==> config.mk <==
export PLATFORM = sky130hd
export DESIGN_NAME = fb_serial_writer
export DESIGN_NICKNAME = d
export VERILOG_FILES = /design/src/rtl/fb_pkg.sv /design/src/rtl/fb_rx_timeout.sv /design/src/rtl/fb_serial_writer.sv
export SDC_FILE = /design/constraint.sdc
export NUM_CORES = 1
export LEC_CHECK = 0
export ABC_AREA = 1
export ABC_CLOCK_PERIOD_IN_PS = 2400
export CAP_MARGIN = 15
export CORE_ASPECT_RATIO = 0.7
export CORE_MARGIN = 4
export CORE_UTILIZATION = 45
export CTS_CLUSTER_DIAMETER = 120
export DETAILED_ROUTE_END_ITERATION = 8
export HOLD_SLACK_MARGIN = 0.02
export PLACE_DENSITY_LB_ADDON = 0.2
export SLEW_MARGIN = 20
export SYNTH_ARGS = -nofsm -noshare
export SYNTH_HDL_FRONTEND = slang
export SYNTH_SLANG_ARGS = --single-unit
export TNS_END_PERCENT = 100
==> constraint.sdc <==
create_clock -name clk -period 2.4 [get_ports clk]
set_input_delay 0.48 -clock clk [delete_from_list [all_inputs] [get_ports clk]]
set_output_delay 0.48 -clock clk [all_outputs]
set_load 0.01 [all_outputs]
==> src/rtl/fb_pkg.sv <==
// Shared constants, parser states and address helper for the framebuffer writer.
package fb_pkg;

    localparam int FB_BYTES  = 9600;
    localparam int FB_ADDR_W = 14;
    localparam int FB_WIDTH  = 320;
    localparam int FB_HEIGHT = 240;

    localparam logic [7:0] SYNC_BYTE = 8'hA5;

    localparam logic [FB_ADDR_W-1:0] FB_LIM  = FB_ADDR_W'(FB_BYTES);
    localparam logic [FB_ADDR_W-1:0] FB_LAST = FB_ADDR_W'(FB_BYTES - 1);
    localparam logic [15:0]          LEN_LIM = 16'(FB_BYTES);

    typedef enum logic [2:0] {
        IDLE,
        ADDR_HI,
        ADDR_LO,
        LEN_HI,
        LEN_LO,
        DATA
    } fb_state_t;

    // Explicit wrap at the last framebuffer byte; 14 bits would not overflow here.
    function automatic logic [FB_ADDR_W-1:0] fb_next_addr(
        input logic [FB_ADDR_W-1:0] a
    );
        return (a == FB_LAST) ? '0 : a + 1'b1;
    endfunction

endpackage

==> src/rtl/fb_rx_timeout.sv <==
// Restartable idle counter; pulses expired after TIMEOUT_CYCLES quiet clocks.
module fb_rx_timeout #(
    parameter int TIMEOUT_CYCLES = 1_000_000
) (
    input  logic clk,
    input  logic reset_n,
    input  logic run,
    input  logic restart,
    output logic expired
);

    localparam int CNT_W =
        (TIMEOUT_CYCLES > 2) ? $clog2(TIMEOUT_CYCLES) : 1;
    localparam logic [CNT_W-1:0] CNT_LAST = CNT_W'(TIMEOUT_CYCLES - 1);

    logic [CNT_W-1:0] cnt;

    assign expired = run && !restart && (cnt == CNT_LAST);

    always_ff @(posedge clk or negedge reset_n) begin
        if (!reset_n) begin
            cnt <= '0;
        end else if (!run || restart || expired) begin
            cnt <= '0;
        end else begin
            cnt <= cnt + 1'b1;
        end
    end

endmodule

==> src/rtl/fb_serial_writer.sv <==
// UART packet parser writing bytes into the 320x240 mono framebuffer.
// Optional mid-packet idle abort: FB_SERIAL_WRITER_TIMEOUT_EN.
module fb_serial_writer
  import fb_pkg::*;
#(
  parameter int TIMEOUT_CYCLES = 1_000_000
) (
  input  logic                 clk,
  input  logic                 reset_n,
  input  logic [7:0]           rx_data,
  input  logic                 rx_valid,
  output logic [FB_ADDR_W-1:0] wr_addr,
  output logic [7:0]           wr_data,
  output logic                 wr_en,
  output logic                 busy,
  output logic                 pkt_done,
  output logic                 pkt_error
);

  fb_state_t            state;
  logic [5:0]           addr_hi_q;
  logic [7:0]           addr_lo_q;
  logic [7:0]           len_hi_q;
  logic [FB_ADDR_W-1:0] cur_addr;
  logic [FB_ADDR_W-1:0] remaining;

  logic [FB_ADDR_W-1:0] start_addr;
  logic [15:0]          len_req;
  logic                 hdr_bad;
  logic                 expired;

  assign start_addr = {addr_hi_q, addr_lo_q};
  assign len_req    = {len_hi_q, rx_data};
  assign hdr_bad    = (start_addr >= FB_LIM)
                   || (len_req > LEN_LIM);

`ifdef FB_SERIAL_WRITER_TIMEOUT_EN
  fb_rx_timeout #(
    .TIMEOUT_CYCLES(TIMEOUT_CYCLES)
  ) u_timeout (
    .clk     (clk),
    .reset_n (reset_n),
    .run     (state != IDLE),
    .restart (rx_valid),
    .expired (expired)
  );
`else
  assign expired = 1'b0;
`endif

  always_ff @(posedge clk or negedge reset_n) begin
    if (!reset_n) begin
      state     <= IDLE;
      addr_hi_q <= '0;
      addr_lo_q <= '0;
      len_hi_q  <= '0;
      cur_addr  <= '0;
      remaining <= '0;
      wr_addr   <= '0;
      wr_data   <= '0;
      wr_en     <= 1'b0;
      busy      <= 1'b0;
      pkt_done  <= 1'b0;
      pkt_error <= 1'b0;
    end else begin
      wr_en     <= 1'b0;
      pkt_done  <= 1'b0;
      pkt_error <= 1'b0;
      if (expired) begin
        state     <= IDLE;
        busy      <= 1'b0;
        pkt_error <= 1'b1;
      end else if (rx_valid) begin
        unique case (state)
          IDLE: begin
            if (rx_data == SYNC_BYTE) begin
              state <= ADDR_HI;
              busy  <= 1'b1;
            end
          end
          ADDR_HI: begin
            addr_hi_q <= rx_data[5:0];
            state     <= ADDR_LO;
          end
          ADDR_LO: begin
            addr_lo_q <= rx_data;
            state     <= LEN_HI;
          end
          LEN_HI: begin
            len_hi_q <= rx_data;
            state    <= LEN_LO;
          end
          LEN_LO: begin
            if (hdr_bad) begin
              pkt_error <= 1'b1;
              busy      <= 1'b0;
              state     <= IDLE;
            end else begin
              cur_addr  <= start_addr;
              remaining <= (len_req == 16'd0) ?
                           FB_LIM :
                           len_req[FB_ADDR_W-1:0];
              state     <= DATA;
            end
          end
          DATA: begin
            wr_en     <= 1'b1;
            wr_addr   <= cur_addr;
            wr_data   <= rx_data;
            cur_addr  <= fb_next_addr(cur_addr);
            remaining <= remaining - 1'b1;
            if (remaining == FB_ADDR_W'(1)) begin
              pkt_done <= 1'b1;
              busy     <= 1'b0;
              state    <= IDLE;
            end
          end
          default: begin
            state <= IDLE;
            busy  <= 1'b0;
          end
        endcase
      end
    end
  end

endmodule

---- After elaboration in Yosys (flattened, before gate mapping) ----
Cells that the tools add are included.
storage, ports and cells
  flip-flop bits (word level) ............. 79
  output and inout bits ................... 26
operators by class
  equal/unequal tests ..................... 12
  mux-type cells .......................... 22
  bitwise gates (word level) .............. 1
  add/subtract/negate cells ............... 2
  reductions and logical operators ........ 12
  $lt $le $gt $ge ......................... 2
operators by type and width
  kind                                                             count
  two-way mux 14 bit                                               4
  one-hot mux 14 bit (2 select lines)                              2
  one-hot mux 3 bit (6 select lines)                               1
  greater-than comparator 16 x 14 -> 1 bit, second input constant  1
  zero test 16 bit                                                 1
  adder 14 x 1 -> 14 bit, second input constant                    1
  == test 14 x 1 -> 1 bit, second input constant                   1
  == test 14 bit, second input constant                            1
  >= comparator 14 bit, second input constant                      1
  subtractor 14 x 1 -> 14 bit, second input constant               1
  two-way mux 1 bit                                                11
  two-way mux 3 bit                                                3
  == test 8 bit, second input constant                             1
  != test 2 bit, second input constant                             4
  AND reduction 2 bit                                              4
  == test 3 x 2 -> 1 bit, second input constant                    2
  == test 3 bit, second input constant                             2
  AND reduction 3 bit                                              2
  AND reduction 5 bit                                              1
  one-hot mux 1 bit (4 select lines)                               1
  == test 3 x 1 -> 1 bit, second input constant                    1
  zero test 3 bit                                                  1
  OR reduction 3 bit                                               1
  nonzero test 2 bit                                               1
  other kinds (2)                                                  2

---- Logic depth before layout (Yosys ltp) ----
  word-level depth ........................ 5
  mapped depth ............................ 12
  mapped depth without buffers ............ 11

---- Worst setup path after synthesis ----
No wires, ideal clock.
  path kind ............................... register to register
  start ................................... reg remaining[0]
  end ..................................... reg remaining[8]
  path slack .............................. 927 ps
  data required time ...................... 2335 ps
  cell stages (with the launch flop) ...... 12
  setup time .............................. 65 ps
  path buffers ............................ 0
  arrival ................................. 1408 ps
  cells stage by stage .................... dfrtp_1 inv_1 ha_1 inv_1 nor2_1 inv_1 nor2_1 xor2_1 nand2_1 nand2_1 nand2_1 nand2_1
between the ends
  longest elaborated chain between the ends .. 2
ends and longest elaborated chain
  item                                 line                     RTL
  start: declaration                   fb_serial_writer.sv:25   logic [FB_ADDR_W-1:0] remaining;
  start signal: assignment             fb_serial_writer.sv:100  remaining <= (len_req == 16'd0) ?
  start signal: assignment             fb_serial_writer.sv:111  remaining <= remaining - 1'b1;
  subtractor 14 x 1 -> 14 bit          fb_serial_writer.sv:111
  one-hot mux 14 bit (2 select lines)  fb_serial_writer.sv:74   unique case (state)
No other way between the ends.
A chain may end at the register's enable or synchronous reset.

---- Final worst setup path ----
  start ................................... reg cur_addr[0]
  end ..................................... reg cur_addr[8]
between the ends
  longest elaborated chain between the ends .. 3
ends and longest elaborated chain
  item                                                      line                     RTL
  start: declaration                                        fb_serial_writer.sv:24   logic [FB_ADDR_W-1:0] cur_addr;
  start signal: assignment                                  fb_serial_writer.sv:99   cur_addr <= start_addr;
  start signal: assignment                                  fb_serial_writer.sv:110  cur_addr <= fb_next_addr(cur_addr);
  adder 14 x 1 -> 14 bit or == test 14 bit (tied branches)  fb_pkg.sv:28             return (a == FB_LAST) ? '0 : a + 1'b1;
  two-way mux 14 bit *                                      fb_pkg.sv:28
  one-hot mux 14 bit (2 select lines) *                     fb_serial_writer.sv:74
Every way passes the cells marked *; elsewhere a longest branch is shown, timed or not.

==> metrics.cfg <==
[cells_and_area]
diodes=0
layout_common_cells=175 x nand2_1, 79 x dfrtp_1, 69 x o21ai_0
drive_above_1_share_pct=7.38
fin_nets=592
layout_commonest_cell=nand2_1
syn_to_final_growth_pct=19.7
post-route-util_pct=56.6
final_cell_count_no_fill=703

[floorplanning]
core_area_um2=8650
io_pins=37
die_x_um=122
die-area_um2=10700
start_util_pct=47.3
row_count=28
fp.dieH_um=87.8

[clock_network]
postCtsResizedCells=0
post_cts_buffers=0
cts_hold_buf=0
cts_tree=done
cts.path.max_buffers=2
cts_max_level=3
cts_inserted_buffers=9
root_buffer=clkbuf_16
clkTransAtPathRegs_ps=60
cts_sinks=79
clock_latency_ps=330

[drt]
dr.first_iter.drc_count=399
vias=3670
drc=0
wire_per_inst_um=15.1
ant_nets=0
drt_pass1_iterations=5
via_per_inst=5.22
wl_mm=10.6

[placed_design]
dp.cells=687
finalWeightedCongestion=0.915
dp_hpwl_mm=7.66
numPortBuffers=36
post-place-ws_ps=120

[outcome]
status=finished clean

[power]
peakVddDrop_uv=645
p_leak_uw=0.00233
powerDensity_nw_per_um2=1260

[sta]
rsz0062_at_grt=false
worst_pin_slew_ps=475
slew_viol_final=0
finClkSkew_ps=5.20
fin_tns_setup_ps=0
min_period_ps=1970
hold_viol=0
fin_ws_ps=426
whs_ps=101
max_freq_mhz=507
setup_violations=0
period_share_pct=82.2
max-slew-margin-rel_pct=68.4

[flow_run]
drv_cap=0

[critical_path]
path_class=flip-flop to flip-flop
endpoint_kind=flip-flop
slowest_stage=dfrtp_1
cpPeakStageDelay_ps=390
crit_path_frequent_cell=nand2_1
cp_cell_sequence=ha_1 -> nand2_1 -> nor2_1 -> inv_1 -> nor2_1 -> nand2_1 -> nand2_1 -> o21ai_0 -> nand2_1 -> o21ai_1
arrival_ps=2180
cp.required_ps=2610
crit_path_max_fanout=7
start_kind=flip-flop

[global_route]
grt_max_degree=47
grt_pass1_wl_mm=18.1
grt.overflow.total=0
grt_use_total_pct=21.7
grt_pass1_vias=3544
antenna_found_initial=0

[synth]
seq_area_frac_synth_pct=48.3
ys_warn_count=0
synth_cell_type_count=30
avgSynthCellArea_um2=7.62
synthCells=537
syn_nets=551
syn_area_um2=4090
ys_seq_elements=79

[min_path]
worstHoldPathType=input pin to asynchronous set/reset pin

power breakdown:
part	internal, µW	leakage (µW)	switching, µW
clock network	802	0.000142	538
registers	1870	0.00102	472
logic	978	0.00116	1540
state kept, by name, indices dropped and copies added (netlist names):
| register | count |
|---|---|
| pkt_error | 1 |
| busy | 1 |
| pkt_done | 1 |
| wr_data | 8 |
| wr_addr | 14 |
| wr_en | 1 |
| len_hi_q | 8 |
| addr_lo_q | 8 |
| state | 3 |
| cur_addr | 14 |
| remaining | 14 |
| addr_hi_q | 6 |
layout make-up:
class / instances / area, µm²
sequential: 79 / 1980
multi-input combinational: 390 / 1820
clock inverter: 6 / 61.3
timing repair buffer: 48 / 473
clock buffer: 10 / 229
tap: 120 / 150
fill: 826 / 3760
inverter: 50 / 188
logic make-up (layout without fill, tap and decap cells):
logic type / Yosys count / count (layout) / share of synthesized area (%)
adder cells (fa/ha/maj): 3 / 3 / 0.918
AND/OR/NAND/NOR: 277 / 277 / 29.0
buffers and inverters: 68 / 114 / 7.25
flip-flops: 79 / 79 / 48.3
AO/OA/AOI/OAI: 101 / 101 / 12.6
XOR/XNOR: 9 / 9 / 1.93
final timing paths:
| check | slack [ps] | cells past startpoint | start | to |
|---|---|---|---|---|
| min in group clk | 480 | 2 | wr_addr[7] | wr_addr[7] |
| min | 100 | 1 | reset_n | wr_addr[7] |
| min reg2reg | 480 | 2 | wr_addr[7] | wr_addr[7] |
| max in group asynchronous | 1690 | 2 | reset_n | len_hi_q[2] |
| max reg2reg | 430 | 10 | cur_addr[0] | cur_addr[8] |
| max | 430 | 10 | cur_addr[0] | cur_addr[8] |
synth_stat cells (all sizes together):
cell type  instances  share of area (%)
a21boi             1               0.18
a21o               1               0.18
a21oi              5               0.61
a22oi              1               0.18
buf               11                2.0
clkbuf             7               0.64
dfrtp             79                 48
ha                 3               0.92
inv               50                4.6
nand2            178                 17
nand3             32                4.2
nand3b             2               0.37
nand4             11                1.7
nor2              46                4.6
nor3               6               0.98
nor4               2               0.31
o21ai             92                 11
o31ai              1               0.18
xnor2              1               0.21
xor2               8                1.7
through the flow:
stage               power, µW  area (µm²)
global route             6720        4900
floorplan                3950        4090
CTS                      6210        4900
finish                   6190        4900
detailed placement       4830        4610
global placement         4760        4610
critical path, delay by kind of cell, from the launching register on:
family	cells	cell delay, ps
AOI/OAI and AO/OA	2	200
adders and majority gates	1	190
buffers and inverters	1	80
DFF	1	390
and+or+nand+nor	6	980
routing by layer:
| layer | vias up | wire (µm) | track usage (%) |
|---|---|---|---|
| li1 | 1817 | - | - |
| met1 | 1726 | 5280 | 33.0 |
| met2 | 119 | 4450 | 30.9 |
| met3 | 8 | 842 | 5.42 |
| met4 | 0 | 78 | 5.80 |
| met5 | - | 0 | 0 |
Power figures use the tool's default switching activity.
